$ cat src/rtl/nibble_serial_adder.sv
// Wide adder that reuses one 4-bit ripple-carry stage, one nibble per clock, LSB nibble first.
// Carry between nibbles lives in carry_q; partial sums are collected into sum_q.
module nibble_serial_adder #(
   parameter int WIDTH = 16
) (
   input  logic             clk,
   input  logic             rst_n,
   input  logic             start,
   input  logic [WIDTH-1:0] a,
   input  logic [WIDTH-1:0] b,
   input  logic             ci,
   output logic             busy,
   output logic             done,
   output logic [WIDTH-1:0] sum,
   output logic             co
);
   localparam int NIBBLES = WIDTH / 4;
   localparam int IDX_W   = (NIBBLES > 1) ? $clog2(NIBBLES) : 1;
   localparam logic [IDX_W-1:0] LAST_IDX = IDX_W'(NIBBLES - 1);

   typedef enum logic [1:0] {S_IDLE, S_RUN, S_DONE} state_t;

   state_t           state_q, state_d;
   logic [IDX_W-1:0] idx_q, idx_d;
   logic             carry_q, carry_d;
   logic [WIDTH-1:0] a_q, a_d;
   logic [WIDTH-1:0] b_q, b_d;
   logic [WIDTH-1:0] sum_q, sum_d;
   logic             co_q, co_d;

   logic [3:0]       a_nib [NIBBLES];
   logic [3:0]       b_nib [NIBBLES];
   logic [3:0]       nib_a, nib_b, nib_s;
   logic [4:0]       rc;
   logic [WIDTH-1:0] sum_run;

   genvar gi;
   generate
      for (gi = 0; gi < NIBBLES; gi++) begin : g_nib
         assign a_nib[gi] = a_q[4*gi +: 4];
         assign b_nib[gi] = b_q[4*gi +: 4];
         // Only the nibble currently being processed takes the adder output.
         assign sum_run[4*gi +: 4] = (idx_q == IDX_W'(gi)) ? nib_s : sum_q[4*gi +: 4];
      end
   endgenerate

   assign nib_a = a_nib[idx_q];
   assign nib_b = b_nib[idx_q];
   assign rc[0] = carry_q;

   generate
      for (gi = 0; gi < 4; gi++) begin : g_fa
         assign nib_s[gi]  = nib_a[gi] ^ nib_b[gi] ^ rc[gi];
         assign rc[gi + 1] = (nib_a[gi] & nib_b[gi]) | (rc[gi] & (nib_a[gi] ^ nib_b[gi]));
      end
   endgenerate

   always_ff @(posedge clk) begin
      if (!rst_n) begin
         state_q <= S_IDLE;
         idx_q   <= '0;
         carry_q <= 1'b0;
         a_q     <= '0;
         b_q     <= '0;
         sum_q   <= '0;
         co_q    <= 1'b0;
      end else begin
         state_q <= state_d;
         idx_q   <= idx_d;
         carry_q <= carry_d;
         a_q     <= a_d;
         b_q     <= b_d;
         sum_q   <= sum_d;
         co_q    <= co_d;
      end
   end

   always_comb begin
      state_d = state_q;
      idx_d   = idx_q;
      carry_d = carry_q;
      a_d     = a_q;
      b_d     = b_q;
      sum_d   = sum_q;
      co_d    = co_q;
      case (state_q)
         S_IDLE: begin
            if (start) begin
               a_d     = a;
               b_d     = b;
               carry_d = ci;
               sum_d   = '0;
               co_d    = 1'b0;
               idx_d   = '0;
               state_d = S_RUN;
            end
         end
         S_RUN: begin
            sum_d   = sum_run;
            carry_d = rc[4];
            if (idx_q == LAST_IDX) begin
               co_d    = rc[4];
               state_d = S_DONE;
            end else begin
               idx_d = idx_q + 1'b1;
            end
         end
         S_DONE: begin
            idx_d   = '0;
            state_d = S_IDLE;
         end
         default: state_d = S_IDLE;
      endcase
   end

   assign busy = (state_q != S_IDLE);
   assign done = (state_q == S_DONE);
   assign sum  = sum_q;
   assign co   = co_q;

endmodule
$ cat config.mk
export PLATFORM = sky130hd
export DESIGN_NAME = nibble_serial_adder
export DESIGN_NICKNAME = d
export VERILOG_FILES = /design/src/rtl/nibble_serial_adder.sv
export SDC_FILE = /design/constraint.sdc
export NUM_CORES = 1
export LEC_CHECK = 0
export ABC_AREA = 1
export CAP_MARGIN = 10
export CORE_ASPECT_RATIO = 0.75
export CORE_MARGIN = 1
export CORE_UTILIZATION = 50
export CTS_CLUSTER_SIZE = 30
export DETAILED_ROUTE_END_ITERATION = 7
export GPL_TIMING_DRIVEN = 1
export MAX_ROUTING_LAYER = met4
export PLACE_DENSITY = 0.76
export SLEW_MARGIN = 0
export SYNTH_ARGS = -nofsm -noshare
export SYNTH_HDL_FRONTEND = slang
export SYNTH_SLANG_ARGS = --single-unit
$ cat constraint.sdc
create_clock -name clk -period 3.95 [get_ports clk]
set_clock_uncertainty 0.05 [all_clocks]
set_input_delay 0.5925 -clock clk [delete_from_list [all_inputs] [get_ports clk]]
set_output_delay 0.5925 -clock clk [all_outputs]
set_load 0.1 [all_outputs]
==> flow_metrics.py, run 1 <==
metrics = {
    "grt": {
        "top_usage_layer": "met2",
        "track_usage_pct": 23.3,
        "use_met2_pct": 33.7,
        "met1_usage_pct": 33.3,
        "use_met3_pct": 3.96,
        "grt_max_degree": 64,
        "antenna_found_initial": 0,
        "grt_pass1_wl_mm": 9.46,
        "grt_overflow": 0,
        "grt_pass1_vias": 2054,
    },
    "route": {
        "via_per_inst": 5.10,
        "wire_per_inst_um": 12.4,
        "drc": 0,
        "drt_iter0_drc": 190,
        "vias": 2261,
        "routed_wl_mm": 5.49,
        "drtPass1Iterations": 4,
        "ant_nets": 0,
    },
    "clock_network": {
        "numCtsBuffers": 5,
        "cts_setup_buffers": 0,
        "clk_latency_ns": 0.31,
        "cts_num_sinks": 54,
        "clockBufferDepth": 2,
        "cts_tree": "built",
        "cts-hold-fix-buffers": 0,
        "cts_root_buf": "clkbuf_8",
        "htree_levels": 2,
        "clkTransAtPathRegs_ns": 0.09,
        "post_cts_resized": 0,
    },
    "hold_path": {
        "holdPathEnd": "sum[9]",
        "whs_path_depth": 2,
        "hp-class": "reg2reg",
        "min_from": "sum[9]",
    },
    "setup_path": {
        "cp-start-kind": "flip-flop",
        "arrival_ns": 3.35,
        "worstPathCellList": "buf_4 > inv_1 > nor2_1 > nor2_1 > a21oi_1 > fa_1 > inv_1 > fa_1 > inv_1 > fa_1 > fa_1 > nor2_1 > a21oi_1 > nor2_1",
        "worst_setup_path_end_kind": "flip-flop",
        "cp_top_family": "adder cells",
        "rr_startpoint": "idx_q[0]",
        "required_ns": 4.15,
        "path_class": "reg2reg",
        "critPathMaxStageDelay_ns": 0.43,
        "slowest_stage": "fa_1",
        "rrSetupSlack_ns": 0.80,
        "crit_fanout": 25,
        "r2r-end": "sum[15]",
        "path_buf_inv": 4,
        "reg2reg_depth": 14,
    },
    "synthesis": {
        "yosys_most_used_dff": "dfxtp_1",
        "ys_warn_count": 0,
        "yosys-top-cells-count": "nor2_1, dfxtp_1, o21ai_0, nand2_1, a21oi_1",
        "ys_ff_latch": 54,
        "syn-instance-count": 342,
        "ys_top_cells_by_area": "dfxtp_1, nor2_1, o21ai_0, a21oi_1, nand2_1",
        "synth_top_family_by_area": "simple AND/OR/NAND/NOR gates",
        "synthDistinctLibCells": 21,
        "synthDominantCellAreaShare_pct": 43.6,
        "synthAdderAreaFrac_pct": 5.24,
        "avgSynthCellArea_um2": 7.25,
        "ys_async_sr_fraction_pct": 0,
        "synth.most_common_cell": "nor2_1",
        "syn_nets": 386,
        "yosys.area_share.simple_pct": 29.4,
        "synth-xor-area-share_pct": 0,
        "muxShareOfSynthArea_pct": 0,
        "synth_edf_count": 0,
        "yosysTopAreaCell": "dfxtp_1",
        "syn-cell-area_um2": 2480,
        "ys_seq_area_share_pct": 43.6,
        "synth_compound_area_share_pct": 15.4,
    },
    "power_and_ir_drop": {
        "seqPwrFrac_pct": 47.8,
        "intPower_w": 0.000840,
        "leakage_nw": 1.27,
        "switching_power_w": 0.000459,
        "power.share.switching_pct": 35.3,
        "pwr-share-clk_pct": 22.4,
        "cellPowerDensity_nw_per_um2": 419,
        "total_power_w": 0.00130,
        "p_comb_share_pct": 29.7,
        "peakVddDrop_mv": 0.292,
    },
    "run": {
        "maxCapViolations": 0,
    },
    "final_layout": {
        "drive_gt1_share_pct": 4.66,
        "nFillCells": 436,
        "fin_area_um2": 3100,
        "area_growth_pct": 25.0,
        "layout.nets": 430,
        "antenna_cells": 0,
    },
    "floorplan": {
        "core_um2": 4620,
        "fp.dieArea_um2": 5250,
        "initial_core_util_pct": 53.7,
        "die_w_um": 83.3,
        "fp.dieH_um": 63.0,
        "ios": 55,
        "num_rows": 21,
    },
    "sta": {
        "fin_setup_tns_ns": 0,
        "whs_ns": 0.436,
        "hold_viol_final": 0,
        "setup_viol": 0,
        "worst_pin_slew_ns": 0.995,
        "fmax_ghz": 0.317,
        "rsz0062_at_grt": "no",
        "finalMaxSlewViolations": 0,
        "max-slew-margin-rel_pct": 33.5,
        "period_minus_slack_ns": 3.15,
        "fin_crit_sh_pct": 79.9,
        "setup_ws_ns": 0.796,
    },
    "placement": {
        "port_buffers": 54,
        "dpl.hpwl_mm": 3.88,
        "post-place-ws_ns": 0.852,
        "dpl_cell_area_um2": 3020,
        "gp_congestion": 0.903,
    },
    "run_status": {
        "outcome": "completed",
    },
}
==> state kept, by name, indices dropped and copies added (netlist names) <==
| name | flops |
|---|---|
| a_q | 16 |
| b_q | 16 |
| carry_q | 1 |
| co | 1 |
| idx_q | 2 |
| state_q | 2 |
| sum | 16 |
==> cells in the final DEF (no fill, tap or decap) <==
cell,instances
a21oi_1,25
buf_4,3
clkbuf_8,5
clkdlybuf4s50_1,54
clkinv_1,1
clkinv_2,2
dfxtp_1,54
fa_1,4
ha_1,4
inv_1,14
inv_2,2
nand2_1,30
nand2_2,1
nand3_1,8
nand3_2,2
nand3_4,1
nand3b_1,13
nand4_1,4
nor2_1,106
nor2_2,2
o21ai_0,49
o22ai_1,2
==> per-layer routing <==
| metal | share of wire, % | wire (um) | vias to the layer above |
|---|---|---|---|
| li1 | - | - | 1196 |
| met1 | 52 | 2850 | 1000 |
| met2 | 41 | 2250 | 60 |
| met3 | 6.3 | 344 | 5 |
| met4 | 0.84 | 46 | 0 |
| met5 | 0 | 0 | - |
==> cell families after synthesis <==
group / count (synthesis)
flops: 54
buf+inv: 37
compound gates: 76
simple gates: 167
fa+ha+maj: 8
==> worst max path at each step <==
stage | startpoint | to | slack (ns) | cells past startpoint
finish | idx_q[0] | sum[15] | 0.80 | 14
global route | idx_q[0] | sum[11] | 0.61 | 14
detailed placement | idx_q[0] | sum[15] | 0.85 | 14
CTS | idx_q[0] | sum[15] | 0.81 | 14
floorplan | idx_q[0] | sum[11] | 1.20 | 13
global placement | idx_q[0] | sum[11] | 0.95 | 14
==> worst reg2reg max path, delay by kind of cell (launching register included) <==
family,cells,cell delay [ns]
AND/OR/NAND/NOR,4,0.60
flip-flops,1,0.31
buffers and inverters,4,0.62
adder cells (fa/ha/maj),4,1.34
AO/OA/AOI/OAI,2,0.16
==> power by group through the flow <==
stage                     Clock [W]  Combinational, W  Sequential [W]
final                      0.000291          0.000386        0.000622
after global placement            0          0.000381        0.000633
after detailed placement          0          0.000387        0.000634
after CTS                  0.000296          0.000389        0.000622
after global routing       0.000317          0.000427        0.000628
after floorplan                   0          0.000181        0.000732
==> final cells by class <==
class | instances | area [um2] | share of cell area, %
multi-input combinational | 251 | 1240 | 40.1
sequential | 54 | 1080 | 34.9
timing repair buffer | 57 | 563 | 18.2
tap | 57 | 71.3 | 2.30
clock buffer | 5 | 68.8 | 2.22
inverter | 17 | 63.8 | 2.06
clock inverter | 2 | 10.0 | 0.323
==> stage by stage <==
stage	cells	util (%)
floorplan	342	-
detailed placement	436	65.3
CTS	443	67.0
global route	443	67.0
finish	443	67.0
global placement	436	65.3
Note: power is estimated with default switching activity, not from simulation.
==> run 2: changes to the inputs <==
- clock period: 3.95 -> 2.95 ns (I/O delays scaled with it)
==> run 2 against run 1 <==
- register-to-register slack worse by 0.58 ns
- design area is 1.0% higher
- clock power is 75% higher
- core utilization is 0.70 points higher
- sequential share of layout area is 0.32 points lower
==> flow_metrics.py, run 2 (synthesized netlist as in run 1, its figures left out) <==
metrics = {
    "run_status": {
        "outcome": "completed",
    },
    "sta": {
        "max-slew-margin-rel_pct": 62.8,
        "whs_ns": 0.435,
        "hold_viol_final": 0,
        "period_minus_slack_ns": 2.73,
        "fin_setup_tns_ns": 0,
        "fmax_ghz": 0.366,
        "finalMaxSlewViolations": 0,
        "rsz0062_at_grt": "no",
        "worst_pin_slew_ns": 0.557,
        "setup_viol": 0,
        "fin_crit_sh_pct": 92.6,
    },
    "final_layout": {
        "final_cell_mix": "nor2_1, dfxtp_1, o21ai_0, clkdlybuf4s50_1, nand2_1",
        "antenna_cells": 0,
        "regArea_um2": 1080,
        "fin_cells": 449,
        "multiInputGateArea_um2": 1240,
        "layout_commonest_cell": "nor2_1",
        "area_growth_pct": 26.3,
        "final_core_util_pct": 67.7,
        "nFillCells": 437,
        "drive_gt1_share_pct": 11.2,
        "layout.nets": 436,
    },
    "grt": {
        "grt_pass1_wl_mm": 9.75,
        "antenna_found_initial": 0,
        "grt_overflow": 0,
        "track_usage_pct": 24.0,
        "grt_pass1_vias": 2099,
        "grt_max_degree": 49,
    },
    "setup_path": {
        "crit_fanout": 7,
        "required_ns": 3.16,
        "worst_setup_path_end_kind": "flip-flop",
        "path_class": "reg2reg",
        "cp-start-kind": "flip-flop",
        "arrival_ns": 2.94,
    },
    "placement": {
        "placed_cells": 442,
        "dpl.hpwl_mm": 4.18,
        "gp_congestion": 0.921,
        "port_buffers": 54,
    },
    "floorplan": {
        "die_w_um": 83.3,
        "num_rows": 21,
        "ios": 55,
        "fp.dieH_um": 63.0,
        "core_um2": 4620,
        "fp.dieArea_um2": 5250,
        "initial_core_util_pct": 53.7,
    },
    "clock_network": {
        "htree_levels": 2,
        "cts_tree": "built",
        "clkTransAtPathRegs_ns": 0.09,
        "clockBufferDepth": 2,
        "numCtsBuffers": 5,
        "clk_latency_ns": 0.31,
        "cts_root_buf": "clkbuf_8",
        "cts_setup_buffers": 0,
        "cts_num_sinks": 54,
    },
    "route": {
        "wire_per_inst_um": 12.9,
        "wl_met3_um": 381,
        "m1WireLength_mm": 2.91,
        "dr_wl_met2_mm": 2.41,
        "routed_wl_mm": 5.78,
        "ant_nets": 0,
        "via_per_inst": 5.14,
        "drt_iter0_drc": 123,
        "vias": 2307,
        "drtPass1Iterations": 4,
        "drc": 0,
        "routed.top_layer": "met4",
    },
    "power_and_ir_drop": {
        "peakVddDrop_mv": 0.359,
        "cellPowerDensity_nw_per_um2": 596,
        "leakage_nw": 1.35,
    },
    "hold_path": {
        "hp-class": "reg2reg",
    },
    "run": {
        "maxCapViolations": 0,
    },
}
[run 2: cell count changes in the layout (fill, tap and decap cells not counted), sizes merged]
cell and delta:
clkbuf +1, clkdlybuf4s50 -19, bufinv +1, clkinv -2, buf +25
[run 2: area by class of cell]
class                           instances  share of cell area, %
Clock buffer                            6                   2.64
Timing Repair Buffer                   63                   17.9
Tap cell                               57                   2.28
Inverter                               17                   2.04
Sequential cell                        54                   34.5
Multi-Input combinational cell        251                   39.7
Clock inverter                          1                  0.958
[run 2: power breakdown]
part / internal [W] / total (W) / leakage (nW) / switching (W)
clock network: 0.000272 / 0.000510 / 0.0573 / 0.000238
logic: 0.000175 / 0.000522 / 0.842 / 0.000348
registers: 0.000792 / 0.000834 / 0.446 / 0.0000418
total: 0.00124 / 0.00187 / 1.35 / 0.000628
[run 2: worst max-delay path, cell delays in order, from the launching register on]
cell and delay [ns]:
dfxtp_1 0.46, o21ai_0 0.15, nor2_1 0.11, a21oi_1 0.06
fa_1 0.36, inv_1 0.07, fa_1 0.15, inv_1 0.05
fa_1 0.37, fa_1 0.43, nor2_1 0.25, a21oi_1 0.07
nor2_1 0.10
[run 2: path summary, 6_finish.rpt]
check / cells past startpoint / from / endpoint / slack [ns]
hold reg to reg: 2 / b_q[5] / b_q[5] / 0.43
hold / removal: 2 / b_q[5] / b_q[5] / 0.43
setup reg to reg: 12 / idx_q[1] / sum[3] / 0.22
setup / recovery: 12 / idx_q[1] / sum[3] / 0.22
[run 2: stage by stage]
| stage | worst slack (ns) | power [W] | cell area (um2) |
|---|---|---|---|
| floorplan | 0.196 | 0.00122 | 2480 |
| global placement | 0.289 | 0.00137 | 3020 |
| detailed placement | 0.208 | 0.00137 | 3020 |
| CTS | 0.206 | 0.00187 | 3130 |
| global route | 0.00419 | 0.00197 | 3130 |
| finish | 0.219 | 0.00187 | 3130 |
[run 2: per-layer routing]
layer	track usage (%)	up-vias
li1	-	1208
met1	34.0	1024
met2	34.4	67
met4	7.33	0
met3	4.49	8
met5	-	-
[run 2: what timing repair did]
action / in CTS / in global routing
gates resized for setup: 0 / 1
hold buffers: 0 / 0
endpoints found under the setup margin: 0 / 2
==> run 3: changes to the inputs <==
- PLACE_DENSITY: 0.76 -> 0.79
==> run 3 against run 2 <==
- worst setup slack got worse by 0.041 ns
- total power increased by 0.66%
- hold slack improved by 0.0084 ns
- via count increased by 1.3%
- largest cell class unchanged
==> flow_metrics.py, run 3 (synthesized netlist as in run 1, its figures left out) <==
metrics = {
    "run_status": {
        "outcome": "completed",
    },
    "sta": {
        "fin_setup_tns_ns": 0,
        "period_minus_slack_ns": 2.77,
        "fmax_ghz": 0.361,
        "fin_crit_sh_pct": 94.0,
        "rsz0062_at_grt": "no",
        "worst_pin_slew_ns": 0.542,
        "setup_viol": 0,
        "setup_ws_ns": 0.178,
        "max-slew-margin-rel_pct": 63.8,
        "finalMaxSlewViolations": 0,
        "hold_viol_final": 0,
    },
    "floorplan": {
        "fp.dieH_um": 63.0,
        "initial_core_util_pct": 53.7,
        "num_rows": 21,
        "core_um2": 4620,
        "ios": 55,
        "fp.dieArea_um2": 5250,
        "die_w_um": 83.3,
    },
    "clock_network": {
        "htree_levels": 2,
        "post_cts_resized": 0,
        "cts_setup_buffers": 0,
        "numCtsBuffers": 5,
        "clockBufferDepth": 2,
        "cts_root_buf": "clkbuf_8",
        "cts_num_sinks": 54,
        "cts_tree": "built",
        "clkTransAtPathRegs_ns": 0.09,
        "cts-hold-fix-buffers": 0,
        "clk_latency_ns": 0.31,
    },
    "route": {
        "drt_iter0_drc": 197,
        "routed_wl_mm": 5.84,
        "wire_per_inst_um": 13.0,
        "drtPass1Iterations": 4,
        "vias": 2338,
        "drc": 0,
        "via_per_inst": 5.20,
        "ant_nets": 0,
    },
    "placement": {
        "post-place-ws_ns": 0.191,
        "port_buffers": 54,
        "dpl.hpwl_mm": 4.16,
        "gp_congestion": 0.839,
    },
    "grt": {
        "antenna_found_initial": 0,
        "grt_pass1_vias": 2077,
        "track_usage_pct": 24.2,
        "grt_max_degree": 39,
        "grt_overflow": 0,
        "grt_pass1_wl_mm": 9.84,
    },
    "setup_path": {
        "path_class": "reg2reg",
        "crit_fanout": 13,
        "worst_setup_path_end_kind": "flip-flop",
        "cp-start-kind": "flip-flop",
        "arrival_ns": 2.93,
        "required_ns": 3.11,
    },
    "hold_path": {
        "hp-class": "reg2reg",
    },
    "power_and_ir_drop": {
        "leakage_nw": 1.36,
        "cellPowerDensity_nw_per_um2": 594,
        "peakVddDrop_mv": 0.380,
    },
    "final_layout": {
        "drive_gt1_share_pct": 11.7,
        "area_growth_pct": 27.4,
        "layout_commonest_cell": "nor2_1",
        "layout.nets": 437,
        "final_cell_mix": "nor2_1, dfxtp_1, o21ai_0, clkdlybuf4s50_1, nand2_1",
        "antenna_cells": 0,
    },
    "run": {
        "maxCapViolations": 0,
    },
}
==> run 3: report_power, final <==
part / switching (W) / total (W) / internal, W
sequential: 0.0000421 / 0.000834 / 0.000792
clock: 0.000236 / 0.000508 / 0.000272
combinational: 0.000354 / 0.000536 / 0.000182
==> run 3: worst max-delay path, stage by stage, from the launching register on <==
cell and delay (ns):
dfxtp_2 0.36, buf_4 0.18, o21ai_0 0.16, a21oi_1 0.10, fa_1 0.38, inv_1 0.08, fa_1 0.16, inv_1 0.05
fa_1 0.37, fa_1 0.54, nor2_4 0.06, a21oi_1 0.13, nor2_1 0.07
==> run 3: final timing paths <==
| kind | startpoint | endpoint | slack [ns] | cells after the start |
|---|---|---|---|---|
| hold / removal | a_q[0] | a_q[0] | 0.44 | 2 |
| setup reg to reg | idx_q[0] | sum[15] | 0.18 | 12 |
| setup / recovery | idx_q[0] | sum[15] | 0.18 | 12 |
| hold reg to reg | a_q[0] | a_q[0] | 0.44 | 2 |
==> run 3: final cells by class <==
| type | count | area (um2) |
|---|---|---|
| repair buffers | 64 | 581 |
| inverters | 17 | 63.8 |
| fillers | 394 | 1460 |
| clock buffers | 6 | 82.6 |
| flip-flops and latches | 54 | 1080 |
| well taps | 57 | 71.3 |
| clock inverters | 1 | 30.0 |
| multi-input cells | 251 | 1250 |
==> run 3: routing by layer <==
layer  part of all wire, %  global-route usage, %  vias up
li1                      -                      -     1211
met1                    51                   34.9     1050
met4                   1.1                   6.47        0
met3                   6.1                   4.89        8
met2                    42                   34.2       69
met5                     0                      -        -
==> run 3: through the flow <==
stage / area (um2) / utilization, % / hold WS [ns] / power, W / cells
2_1_floorplan: 2480 / - / 0.400 / 0.00122 / 342
6_report: 3160 / 68.3 / 0.443 / 0.00188 / 450
3_3_place_gp: 3040 / 65.7 / 0.412 / 0.00137 / 443
5_1_grt: 3160 / 68.3 / 0.473 / 0.00198 / 450
4_1_cts: 3150 / 68.2 / 0.446 / 0.00188 / 450
3_5_place_dp: 3040 / 65.7 / 0.424 / 0.00137 / 443
